### src/rtl/dsp_mac_pipe.sv
// Three-stage multiply-accumulate slice: pre-adder, multiplier, post-adder/accumulator.
// Optional build macro DSP_MAC_SAT_EN: saturate p on carry/borrow instead of wrapping.
module dsp_mac_pipe #(
  parameter int A_WIDTH = 18,
  parameter int B_WIDTH = 18,
  parameter int P_WIDTH = 48
) (
  input  logic               clk,
  input  logic               rst,
  input  logic               ce,
  input  logic               in_valid,
  input  logic [A_WIDTH-1:0] a,
  input  logic [B_WIDTH-1:0] b,
  input  logic [B_WIDTH-1:0] d,
  input  logic [P_WIDTH-1:0] c,
  input  logic [3:0]         opmode,
  output logic               out_valid,
  output logic [P_WIDTH-1:0] p,
  output logic               carryout,
  output logic               overflow
);

  generate
    if (P_WIDTH < A_WIDTH + B_WIDTH) begin : g_width_check
      $error("dsp_mac_pipe: P_WIDTH must be >= A_WIDTH + B_WIDTH");
    end
  endgenerate

  // Pre-adder result, truncated to B_WIDTH (modulo)
  function automatic logic [B_WIDTH-1:0] pre_add(
    input logic             sub,
    input logic [B_WIDTH-1:0] dv,
    input logic [B_WIDTH-1:0] bv
  );
    if (sub) begin
      return dv - bv;
    end else begin
      return dv + bv;
    end
  endfunction

  // Post-add with carry/borrow in bit P_WIDTH
  function automatic logic [P_WIDTH:0] post_add(
    input logic [1:0]         sel,
    input logic [P_WIDTH-1:0] acc,
    input logic [P_WIDTH-1:0] m,
    input logic [P_WIDTH-1:0] cin
  );
    case (sel)
      2'b00:   return {1'b0, m};
      2'b01:   return {1'b0, m} + {1'b0, cin};
      2'b10:   return {1'b0, acc} + {1'b0, m};
      2'b11:   return {1'b0, acc} - {1'b0, m};
      default: return {1'b0, m};
    endcase
  endfunction

  // Stage 1 registers
  logic [A_WIDTH-1:0] a1_q, a1_d;
  logic [B_WIDTH-1:0] opnd1_q, opnd1_d;
  logic [P_WIDTH-1:0] c1_q, c1_d;
  logic [1:0]         sel1_q, sel1_d;
  logic               v1_q, v1_d;

  // Stage 2 registers
  logic [P_WIDTH-1:0] m2_q, m2_d;
  logic [P_WIDTH-1:0] c2_q, c2_d;
  logic [1:0]         sel2_q, sel2_d;
  logic               v2_q, v2_d;

  // Stage 3 / output registers
  logic [P_WIDTH-1:0] p_q, p_d;
  logic               carry_q, carry_d;
  logic               ovf_q, ovf_d;
  logic               vout_q, vout_d;

  logic [B_WIDTH-1:0] pre_s;
  logic [P_WIDTH-1:0] prod_s;
  logic [P_WIDTH:0]   sum_s;

  assign pre_s  = pre_add(opmode[1], d, b);
  assign prod_s = P_WIDTH'(a1_q) * P_WIDTH'(opnd1_q);
  assign sum_s  = post_add(sel2_q, p_q, m2_q, c2_q);

  // Stage 1 next state: capture operands and select the multiplier operand
  always_comb begin
    a1_d    = a1_q;
    opnd1_d = opnd1_q;
    c1_d    = c1_q;
    sel1_d  = sel1_q;
    v1_d    = v1_q;
    if (ce) begin
      a1_d   = a;
      c1_d   = c;
      sel1_d = opmode[3:2];
      v1_d   = in_valid;
      if (opmode[0]) begin
        opnd1_d = pre_s;
      end else begin
        opnd1_d = b;
      end
    end else begin
      v1_d = v1_q;
    end
  end

  // Stage 2 next state: multiply; the product always fits in P_WIDTH
  always_comb begin
    m2_d   = m2_q;
    c2_d   = c2_q;
    sel2_d = sel2_q;
    v2_d   = v2_q;
    if (ce) begin
      m2_d   = prod_s;
      c2_d   = c1_q;
      sel2_d = sel1_q;
      v2_d   = v1_q;
    end else begin
      v2_d = v2_q;
    end
  end

  // Stage 3 next state: post-add into p; bubbles leave p and flags untouched
  always_comb begin
    p_d     = p_q;
    carry_d = carry_q;
    ovf_d   = ovf_q;
    vout_d  = vout_q;
    if (ce) begin
      vout_d = v2_q;
      if (v2_q) begin
        carry_d = sum_s[P_WIDTH];
`ifdef DSP_MAC_SAT_EN
        if (sum_s[P_WIDTH]) begin
          if (sel2_q == 2'b11) begin
            p_d = {P_WIDTH{1'b0}};
          end else begin
            p_d = {P_WIDTH{1'b1}};
          end
        end else begin
          p_d = sum_s[P_WIDTH-1:0];
        end
`else
        p_d = sum_s[P_WIDTH-1:0];
`endif
        // Start ops (00/01) restart the sticky flag, accumulate ops OR into it
        if (sel2_q[1]) begin
          ovf_d = ovf_q | sum_s[P_WIDTH];
        end else begin
          ovf_d = sum_s[P_WIDTH];
        end
      end else begin
        p_d = p_q;
      end
    end else begin
      vout_d = vout_q;
    end
  end

  // Pipeline registers; rst overrides ce
  always_ff @(posedge clk) begin
    if (rst) begin
      a1_q    <= {A_WIDTH{1'b0}};
      opnd1_q <= {B_WIDTH{1'b0}};
      c1_q    <= {P_WIDTH{1'b0}};
      sel1_q  <= 2'b00;
      v1_q    <= 1'b0;
      m2_q    <= {P_WIDTH{1'b0}};
      c2_q    <= {P_WIDTH{1'b0}};
      sel2_q  <= 2'b00;
      v2_q    <= 1'b0;
      p_q     <= {P_WIDTH{1'b0}};
      carry_q <= 1'b0;
      ovf_q   <= 1'b0;
      vout_q  <= 1'b0;
    end else begin
      a1_q    <= a1_d;
      opnd1_q <= opnd1_d;
      c1_q    <= c1_d;
      sel1_q  <= sel1_d;
      v1_q    <= v1_d;
      m2_q    <= m2_d;
      c2_q    <= c2_d;
      sel2_q  <= sel2_d;
      v2_q    <= v2_d;
      p_q     <= p_d;
      carry_q <= carry_d;
      ovf_q   <= ovf_d;
      vout_q  <= vout_d;
    end
  end

  assign out_valid = vout_q;
  assign p         = p_q;
  assign carryout  = carry_q;
  assign overflow  = ovf_q;

endmodule

### config.mk
export PLATFORM = sky130hd
export DESIGN_NAME = dsp_mac_pipe
export DESIGN_NICKNAME = d
export VERILOG_FILES = /design/src/rtl/dsp_mac_pipe.sv
export SDC_FILE = /design/constraint.sdc
export NUM_CORES = 1
export LEC_CHECK = 0
export CORE_AREA = 2 2 243 185
export DETAILED_ROUTE_END_ITERATION = 16
export DIE_AREA = 0 0 245 187
export GPL_TIMING_DRIVEN = 0
export PLACE_DENSITY = 0.79
export RECOVER_POWER = 50
export SLEW_MARGIN = 20
export SYNTH_ARGS = -nofsm -noshare
export SYNTH_HDL_FRONTEND = slang
export SYNTH_SLANG_ARGS = --single-unit
### constraint.sdc
create_clock -name clk -period 8 [get_ports clk]
set_input_delay 1.2 -clock clk [delete_from_list [all_inputs] [get_ports clk]]
set_output_delay 1.2 -clock clk [all_outputs]
set_load 0.005 [all_outputs]
==> results of run 1 <==
cells by family (layout without fill, tap and decap cells):
kind of cell | after synthesis | in the layout
DFF | 225 | 225
other | 0 | 2
and+or+nand+nor | 964 | 964
buffers and inverters | 514 | 711
xor gates and xnor gates | 172 | 172
adders and majority gates | 472 | 472
muxes | 166 | 166
AOI/OAI and AO/OA | 604 | 604
sequential cells by signal (all words and copies together), names as in the netlist, 2 cells and up:
name,flops
sel2_q,2
opnd1_q,18
c2_q,48
m2_q,36
p,48
c1_q,48
sel1_q,2
a1_q,18
critical path, stage by stage, from the launching register on:
cell	delay [ns]
dfxtp_1	0.74
clkbuf_1	0.51
nand2_1	0.18
fa_1	0.54
fa_1	0.48
fa_1	0.56
inv_1	0.06
fa_1	0.49
fa_1	0.52
inv_1	0.06
fa_1	0.53
inv_1	0.06
ha_1	0.34
a21o_1	0.19
a21oi_1	0.25
o21ai_0	0.23
a31oi_1	0.53
o311ai_0	0.36
a211oi_2	0.39
o21ai_0	0.19
xnor2_1	0.18
o21ai_0	0.09
synthesized netlist by cell type (5+ instances only):
cell type / number
inv_1: 339
and2_1: 150
o31a_1: 6
o211a_1: 5
buf_2: 5
and3_1: 17
o31ai_1: 15
nand2_1: 288
nand4_1: 26
ha_1: 213
dfxtp_1: 225
fa_1: 259
xnor2_1: 114
a31oi_1: 24
nor2b_1: 32
a211oi_1: 59
o21ai_0: 120
o21bai_1: 18
a211o_1: 5
a221oi_1: 6
or2_2: 5
o22ai_1: 7
o211ai_1: 7
nand3_1: 32
nor3b_1: 5
o41ai_1: 9
nor4_1: 8
nand2b_1: 19
nor3_1: 38
nor2_1: 312
a21o_1: 80
xor2_1: 58
o21ai_1: 9
or3_1: 10
buf_1: 20
a21oi_1: 164
mux2i_1: 164
or4_1: 6
clkbuf_1: 149
o21a_1: 22
cell usage in the layout, fill, tap and decap left out, drive strengths merged, types with 6 or more instances in the layout:
cell type	instances
inv	341
nor2	312
nand2	289
fa	259
dfxtp	225
ha	213
clkbuf	182
a21oi	165
mux2i	164
and2	150
o21ai	130
clkdlybuf4s50	120
xnor2	114
a21o	80
a211oi	60
xor2	58
nor3	39
dlygate4sd3	37
nand3	32
nor2b	32
nand4	26
a31oi	24
o21a	22
nand2b	19
o21bai	18
buf	18
and3	17
o31ai	15
or3	11
o41ai	10
nor4	9
a221oi	8
clkinv	8
o22ai	7
o211ai	7
or2	7
or4	6
o31a	6
repair_timing:
item                       CTS  global route
hold endpoints to repair     0             0
setup endpoints to repair    0             3
hold buffers                 0             0
gates resized for setup      0            16
power groups by stage:
stage	sequential [mW]	combinational, mW	clock (mW)
after floorplan	1.28	1.53	0
after global placement	1.35	2.06	0
after detailed placement	1.35	2.11	0
after CTS	1.32	2.13	1.29
after global routing	1.35	2.36	1.33
final	1.35	2.15	1.29
per-stage QoR:
stage          setup slack [ns]  utilization (%)  power [mW]  instances  instance area, um^2
4_1_cts                  0.3031            66.38       4.741       3906                29100
3_5_place_dp             0.3490            64.33       3.458       3860                28200
6_report                 0.3539            66.37       4.787       3902                29100
3_3_place_gp             0.4775            64.33       3.408       3860                28200
2_1_floorplan             1.946                -       2.805       3117                25900
5_1_grt                  0.1348            66.36       5.039       3900                29100
worst paths after layout:
check | slack, ns | to
setup reg to reg | 0.35 | m2_q[34]$_SDFFE_PP0P_
setup / recovery | 0.35 | m2_q[34]$_SDFFE_PP0P_
hold / removal | 0.49 | p[33]$_SDFFE_PP0P_
hold reg to reg | 0.49 | p[33]$_SDFFE_PP0P_
layout make-up:
class,instances,area [um^2],area share (%)
timing repair buffer,157,1572,5.400
clock buffer,31,679.4,2.335
buffer,169,656.9,2.257
tap,586,733.2,2.520
multi-input combinational,2378,19460,66.86
inverter,339,1272,4.373
antenna,2,5.005,0.01720
sequential,225,4504,15.48
clock inverter,15,220.2,0.7567
metal layers:
layer  global-route usage, %  vias up  routed length [um]  part of all wire, %
met5                       0        -                   0                    0
met4                   7.505        0                1842                  2.2
met3                   9.613      145               10080                   12
met2                   52.88     1293               35100                   41
met1                   55.41    11560               38190                   45
li1                        -    10760                   -                    -
==> reports/metrics.yaml, run 1 <==
cts:
  clkSlewWorstSetupHoldPaths_ns: 0.06
  clockBufferDepth: 3
  cts_buffers: 26
  root_buffer: "clkbuf_16"
  cts_tree: "built"
  ctsHtreeMaxLevel: 1
  cts_setup_buffers: 0
  numClockSinks: 225
  clk_latency_ns: 0.59
logic_synthesis:
  synth.distinct_cells: 81
  syn-instance-count: 3117
  synthSimpleGateAreaFrac_pct: 17.41
  async_reset_ff_share_pct: 0
  synth.top_cell.area_share_pct: 20.02
  synth-seq-area-share_pct: 17.39
  synth_area_um2: 25900
  synth-edff-count: 0
  synthTopCellsByArea: "fa_1 (20%), dfxtp_1 (17%), ha_1 (10%)"
  ys_ff_latch: 225
  avgSynthCellArea_um2: 8.309
  synthMuxAreaShare_pct: 6.425
  synth_fa_ha_area_share_pct: 30.31
  synth-compound-area-share_pct: 15.14
  synth_warnings: 0
  syn_nets: 3699
  ys.flop_type: "dfxtp_1"
  synth_top_family_by_area: "adder cells"
  synth-xor-area-share_pct: 5.816
  synth_area_leader_cell: "fa_1"
worst_setup_path:
  path_class: "reg -> reg"
  r2r_start: "opnd1_q[3]$_SDFFE_PP0P_"
  crit_arrival_ns: 8.08
  rr_worst_depth: 21
  worstSetupEndpointType: "flop"
  crit_start: "opnd1_q[3]$_SDFFE_PP0P_"
  path_max_fanout: 10
  critical_path_required_ns: 8.44
  startpoint_type: "flop"
detailed_routing:
  wl_per_cell_um: 21.84
  drc: 0
  totalWireLength_um: 85210
  first_pass_iters: 6
  drt-initial-drc-count: 2347
  vias: 23750
  ant_nets: 0
  via_per_inst: 6.087
sta:
  setup_viol: 0
  fin_crit_ns: 7.646
  min_period_over_period_pct: 95.58
  rsz0062_at_grt: "no"
  clock-skew-final_ns: 0.03221
  hold_viol: 0
  tightest_slew_ns: 1.197
  hold_slack_ns: 0.4873
  final_max_slew_viol_count: 0
  fmax_mhz: 130.8
  fin_tns_setup_ns: 0
  slew_headroom_pct: 20.20
floorplanning:
  floorplan.initialDensity_pct: 59.07
  die_h_um: 187
  die-area_um2: 45820
  ios: 161
  die_w_um: 245
  core_area_um2: 43840
  rows: 67
pwr:
  clkPwrFrac_pct: 26.9
  swShare_pct: 42.04
  combPwrFrac_pct: 45.0
  ir_drop_mv: 0.2009
  p_per_area_nw_per_um2: 164.5
  p_switching_mw: 2.013
  power_frac_seq_pct: 28.1
  power.leakage_nw: 14.03
  p_int_mw: 2.775
min_path:
  hp-class: "reg -> reg"
  hold_start: "p[33]$_SDFFE_PP0P_"
  hold_depth: 2
layout:
  drive_gt1_share_pct: 2.414
  area_growth_pct: 12.36
  n_fill_cell: 3720
  layout.nets: 3878
placement:
  port_buffers: 157
  finalWeightedCongestion: 1.008
  dp_hpwl_um: 70210
global_route:
  grtUsageTotal_pct: 36.79
  antenna_found_initial: 0
  grt_pass1_vias: 22700
  grt_max_degree: 15
  grt.overflow.total: 0
  grt_pass1_wl_um: 130700
run:
  cap_violations: 0
outcome:
  status: "complete, no violations"
(Power assumes the default switching activity.)
==> run 2: changes to the inputs <==
Clock period 8 ns to 9.76 ns, I/O delays scaled along.
==> run 2 against run 1 <==
Register-to-register slack better by 1.4 ns. Clock skew down 0.0028 ns. Clock power down 19%. Final cell count up 0.13%. Combinational power down 17%. Sequential cell count unchanged. Total power down 18%. Critical path depth up 1. Cell area about the same. Setup slack better by 1.4 ns. Sequential power down 19%.
==> reports/metrics.yaml, run 2 (synthesis results as in run 1) <==
outcome:
  status: "complete, no violations"
worst_setup_path:
  crit_slowest_cell: "clkbuf_1"
  path_delay_family: "adder cells"
  critical_path_required_ns: 10.20
  crit_chain: "clkbuf_1 > clkbuf_1 > nand2_1 > fa_1 > fa_1 > fa_1 > inv_1 > fa_1 > fa_1 > inv_1 > fa_1 > inv_1 > ha_1 > a21o_1 > a21oi_1 > o21ai_0 > a31oi_1 > o311ai_0 > a211oi_1 > o21ai_0 > xnor2_1 > o21ai_0"
  cp.depth: 22
  r2r_end: "m2_q[34]$_SDFFE_PP0P_"
  crit_arrival_ns: 8.41
  rr_worst_depth: 22
  cp_common_cell: "fa_1"
  critPathMaxStageDelay_ns: 0.61
  path_class: "reg -> reg"
  path_buf_inv: 5
  critPathCapture: "m2_q[34]$_SDFFE_PP0P_"
  path_max_fanout: 10
  startpoint_type: "flop"
  worstSetupEndpointType: "flop"
  r2r_start: "a1_q[11]$_SDFFE_PP0P_"
  crit_start: "a1_q[11]$_SDFFE_PP0P_"
  reg2reg_slack_ns: 1.79
layout:
  multiInputGateArea_um2: 19450
  area_growth_pct: 12.38
  drive_gt1_share_pct: 2.169
  seq_area_um2: 4504
  final_common_cell: "inv_1"
  n_fill_cell: 3719
  layout.nets: 3884
  layout_common_cells: "inv_1 (339), nor2_1 (312), nand2_1 (288), fa_1 (259), dfxtp_1 (225)"
cts:
  cts_setup_buffers: 0
  clockBufferDepth: 3
  clkSlewWorstSetupHoldPaths_ns: 0.06
  numClockSinks: 225
  holdBufCountCts: 0
  cts_buffers: 26
  clk_latency_ns: 0.59
  cts_tree: "built"
  ctsHtreeMaxLevel: 1
  cts_resized: 0
  root_buffer: "clkbuf_16"
sta:
  fin_crit_ns: 7.970
  clock-skew-final_ns: 0.02942
  setup_viol: 0
  final_max_slew_viol_count: 0
  hold_viol: 0
  tightest_slew_ns: 1.238
  fin_tns_setup_ns: 0
  rsz0062_at_grt: "no"
  slew_headroom_pct: 17.45
  fmax_mhz: 125.5
  min_period_over_period_pct: 81.66
detailed_routing:
  vias: 23800
  totalWireLength_um: 85120
  first_pass_iters: 6
  drt-initial-drc-count: 2416
  ant_nets: 0
  wl_per_cell_um: 21.79
  drc: 0
  via_per_inst: 6.091
pwr:
  combPwrFrac_pct: 45.3
  clkPwrFrac_pct: 26.9
  p_switching_mw: 1.650
  power.leakage_nw: 14.01
  swShare_pct: 42.04
  p_per_area_nw_per_um2: 134.8
  totalPowerFinal_mw: 3.924
  power_frac_seq_pct: 27.8
  p_int_mw: 2.274
  ir_drop_mv: 0.1647
floorplanning:
  die-area_um2: 45820
  ios: 161
  rows: 67
  core_area_um2: 43840
  die_w_um: 245
  die_h_um: 187
  floorplan.initialDensity_pct: 59.07
min_path:
  hp-class: "reg -> reg"
  hold_start: "overflow$_SDFFE_PP0P_"
global_route:
  grt_max_degree: 15
  grt_pass1_wl_um: 130700
  grtUsageTotal_pct: 36.79
  antenna_found_initial: 0
  grt.overflow.total: 0
  grt_pass1_vias: 22700
run:
  cap_violations: 0
placement:
  finalWeightedCongestion: 1.008
  dp_hpwl_um: 70210
  port_buffers: 157
-- run 2: cell types whose count changed in the layout (fill, tap and decap cells not counted) --
cell,change
buf_1,-1
a211oi_1,+1
clkbuf_1,+14
a211oi_2,-1
clkbuf_2,-7
diode_2,-1
-- run 2: worst min path at each step --
stage / depth (start not counted) / slack (ns) / endpoint
floorplan: 2 / 0.46 / p[33]$_SDFFE_PP0P_
global placement: 2 / 0.47 / c1_q[36]$_SDFFE_PP0P_
CTS: 2 / 0.49 / p[33]$_SDFFE_PP0P_
finish: 1 / 0.49 / overflow$_SDFFE_PP0P_
detailed placement: 1 / 0.48 / overflow$_SDFFE_PP0P_
global route: 1 / 0.51 / overflow$_SDFFE_PP0P_
-- run 2: routing by layer --
| layer | wire length, um | GRT usage [%] | share of wire (%) |
|---|---|---|---|
| met1 | 37740 | 55.41 | 44 |
| met2 | 34900 | 52.88 | 41 |
| met3 | 10480 | 9.613 | 12 |
| met4 | 1992 | 7.505 | 2.3 |
| met5 | 0 | 0 | 0 |
-- run 2: power groups by stage --
stage	Clock, mW	Sequential [mW]	Combinational [mW]
after detailed placement	0	1.11	1.73
after CTS	1.06	1.09	1.74
after global routing	1.09	1.09	1.95
final	1.05	1.09	1.78
after global placement	0	1.10	1.69
after floorplan	0	1.05	1.25
-- run 2: cell type report --
| type | instances | share of cell area [%] |
|---|---|---|
| Multi-Input combinational cell | 2378 | 66.83 |
| Sequential cell | 225 | 15.48 |
| Timing Repair Buffer | 157 | 5.399 |
| Inverter | 339 | 4.372 |
| Tap cell | 586 | 2.519 |
| Clock buffer | 31 | 2.334 |
| Buffer | 175 | 2.304 |
| Clock inverter | 15 | 0.7566 |
| Antenna cell | 1 | 0.008597 |
-- run 2: per-stage QoR --
stage	hold WS, ns	instances	cell area (um^2)	worst slack (ns)	utilization, %
2_1_floorplan	0.4556	3117	25900	3.706	-
3_3_place_gp	0.4739	3860	28200	2.238	64.33
3_5_place_dp	0.4798	3860	28200	2.109	64.33
4_1_cts	0.4917	3906	29100	2.063	66.38
5_1_grt	0.5053	3906	29100	1.419	66.38
6_report	0.4884	3907	29110	1.790	66.39
==> run 3: changes to the inputs <==
Clock period 9.76 ns to 7.54 ns, I/O delays scaled along.
==> run 3 against run 2 <==
Critical path depth stayed put. Sequential share of layout area hardly changed. Utilization hardly changed. Setup slack worse by 1.5 ns. Non-clock buffer count is 10 lower. Sequential power is 31% higher. Sequential cell count stayed put. Via count is 0.56% lower. Combinational power is 28% higher. Count of clock-buffer cells in the layout stayed put. Critical endpoint unchanged. Largest power group unchanged.
==> reports/metrics.yaml, run 3 (synthesis results as in run 1) <==
worst_setup_path:
  startpoint_type: "flop"
  critPathMaxStageDelay_ns: 0.78
  crit_start: "opnd1_q[9]$_SDFFE_PP0P_"
  worstSetupEndpointType: "flop"
  path_max_fanout: 10
  path_class: "reg -> reg"
  cp_common_cell: "fa_1"
  critical_path_required_ns: 7.98
  crit_chain: "clkbuf_1 > nand2_1 > fa_1 > inv_1 > fa_1 > inv_1 > fa_1 > inv_1 > fa_1 > fa_1 > inv_1 > fa_1 > inv_1 > ha_1 > nand2_1 > o21ai_0 > a31oi_2 > o311ai_1 > a211oi_2 > o21ai_0 > xnor2_1 > o21ai_0"
  r2r_start: "opnd1_q[9]$_SDFFE_PP0P_"
  crit_arrival_ns: 7.69
  crit_slowest_cell: "dfxtp_1"
sta:
  fin_crit_ns: 7.249
  clock-skew-final_ns: 0.03128
  fmax_mhz: 137.9
  hold_slack_ns: 0.4875
  slew_headroom_pct: 24.19
  final_max_slew_viol_count: 0
  rsz0062_at_grt: "no"
  hold_viol: 0
  final.setup.worst_slack_ns: 0.2910
  setup_viol: 0
  tightest_slew_ns: 1.137
  fin_tns_setup_ns: 0
  min_period_over_period_pct: 96.14
detailed_routing:
  ant_nets: 0
  totalWireLength_um: 85130
  vias: 23660
  drc: 0
  via_per_inst: 6.069
  wl_per_cell_um: 21.83
  drt-initial-drc-count: 2400
  first_pass_iters: 6
outcome:
  status: "complete, no violations"
cts:
  clkSlewWorstSetupHoldPaths_ns: 0.07
  ctsHtreeMaxLevel: 1
  numClockSinks: 225
  cts_tree: "built"
  cts_setup_buffers: 0
  clockBufferDepth: 3
  clk_latency_ns: 0.59
  root_buffer: "clkbuf_16"
  cts_buffers: 26
placement:
  dpl_worst_slack_ns: -0.1110
  port_buffers: 157
  dp_hpwl_um: 70210
  finalWeightedCongestion: 1.008
global_route:
  grt_max_degree: 15
  grt_pass1_wl_um: 130700
  grt.overflow.total: 0
  antenna_found_initial: 0
  grtUsageTotal_pct: 36.79
  grt_pass1_vias: 22690
floorplanning:
  floorplan.initialDensity_pct: 59.07
  die_w_um: 245
  core_area_um2: 43840
  ios: 161
  die_h_um: 187
  die-area_um2: 45820
  rows: 67
layout:
  multiInputGateArea_um2: 19460
  layout.nets: 3874
  final_common_cell: "inv_1"
  area_growth_pct: 12.38
  n_fill_cell: 3724
  drive_gt1_share_pct: 2.719
  seq_area_um2: 4509
  layout_common_cells: "inv_1 (339), nor2_1 (312), nand2_1 (288), fa_1 (259), dfxtp_1 (221)"
  final_util_pct: 66.39
run:
  cap_violations: 0
pwr:
  totalPowerFinal_mw: 5.081
  power.leakage_nw: 14.04
  p_per_area_nw_per_um2: 174.6
  ir_drop_mv: 0.2132
min_path:
  hold_start: "overflow$_SDFFE_PP0P_"
  hp-class: "reg -> reg"
run 3: changes by cell type in the layout (fill, tap and decap cells not counted):
cell	change
clkbuf_1	-22
clkbuf_2	+12
dfxtp_1	-4
dfxtp_2	+4
diode_2	+2
a211oi_1	-1
a211oi_2	+1
a31oi_1	-1
a31oi_2	+1
o311ai_0	-1
o311ai_1	+1
run 3: path summary, 6_finish.rpt:
kind | slack, ns | cells past startpoint | to
max | 0.29 | 22 | m2_q[34]$_SDFFE_PP0P_
min | 0.49 | 1 | overflow$_SDFFE_PP0P_
max reg2reg | 0.29 | 22 | m2_q[34]$_SDFFE_PP0P_
min reg2reg | 0.49 | 1 | overflow$_SDFFE_PP0P_
run 3: area by class of cell:
| type | instances | area share [%] |
|---|---|---|
| multi-input cells | 2378 | 66.87 |
| flip-flops and latches | 225 | 15.49 |
| repair buffers | 157 | 5.399 |
| inverters | 339 | 4.372 |
| well taps | 586 | 2.519 |
| clock buffers | 31 | 2.334 |
| plain buffers | 165 | 2.227 |
| clock inverters | 15 | 0.7566 |
| diodes | 3 | 0.02579 |
run 3: stage by stage:
| stage | cell area, um^2 | std cells |
|---|---|---|
| 2_1_floorplan | 25900 | 3117 |
| 3_3_place_gp | 28200 | 3860 |
| 3_5_place_dp | 28200 | 3860 |
| 4_1_cts | 29100 | 3904 |
| 5_1_grt | 29100 | 3896 |
| 6_report | 29110 | 3899 |
run 3: what timing repair did:
action	CTS	global route
gates cloned	0	0
pin swaps	0	0
hold buffers	0	0
setup endpoints to repair	3	9
endpoints found under the hold margin	0	0
resized for setup	5	21
run 3: where the power goes:
group	leakage, nW	switching [mW]	internal [mW]
Clock	0.439	0.578	0.788
Combinational	11.8	1.39	0.888
Sequential	1.84	0.166	1.27
Total	14.0	2.14	2.94
run 3: worst max-delay path, delay by kind of cell (launching register included):
family | cells | cell delay [ns]
xor+xnor | 1 | 0.15
fa+ha+maj | 7 | 3.39
flops | 1 | 0.78
buf+inv | 6 | 0.76
simple gates | 2 | 0.25
compound gates | 6 | 1.75
run 3: routing by layer:
layer	part of all wire (%)	track usage (%)	vias to the layer above
li1	-	-	10750
met1	44	55.23	11530
met2	41	52.79	1244
met3	12	9.900	146
met4	2.3	7.716	0
met5	0	0	-
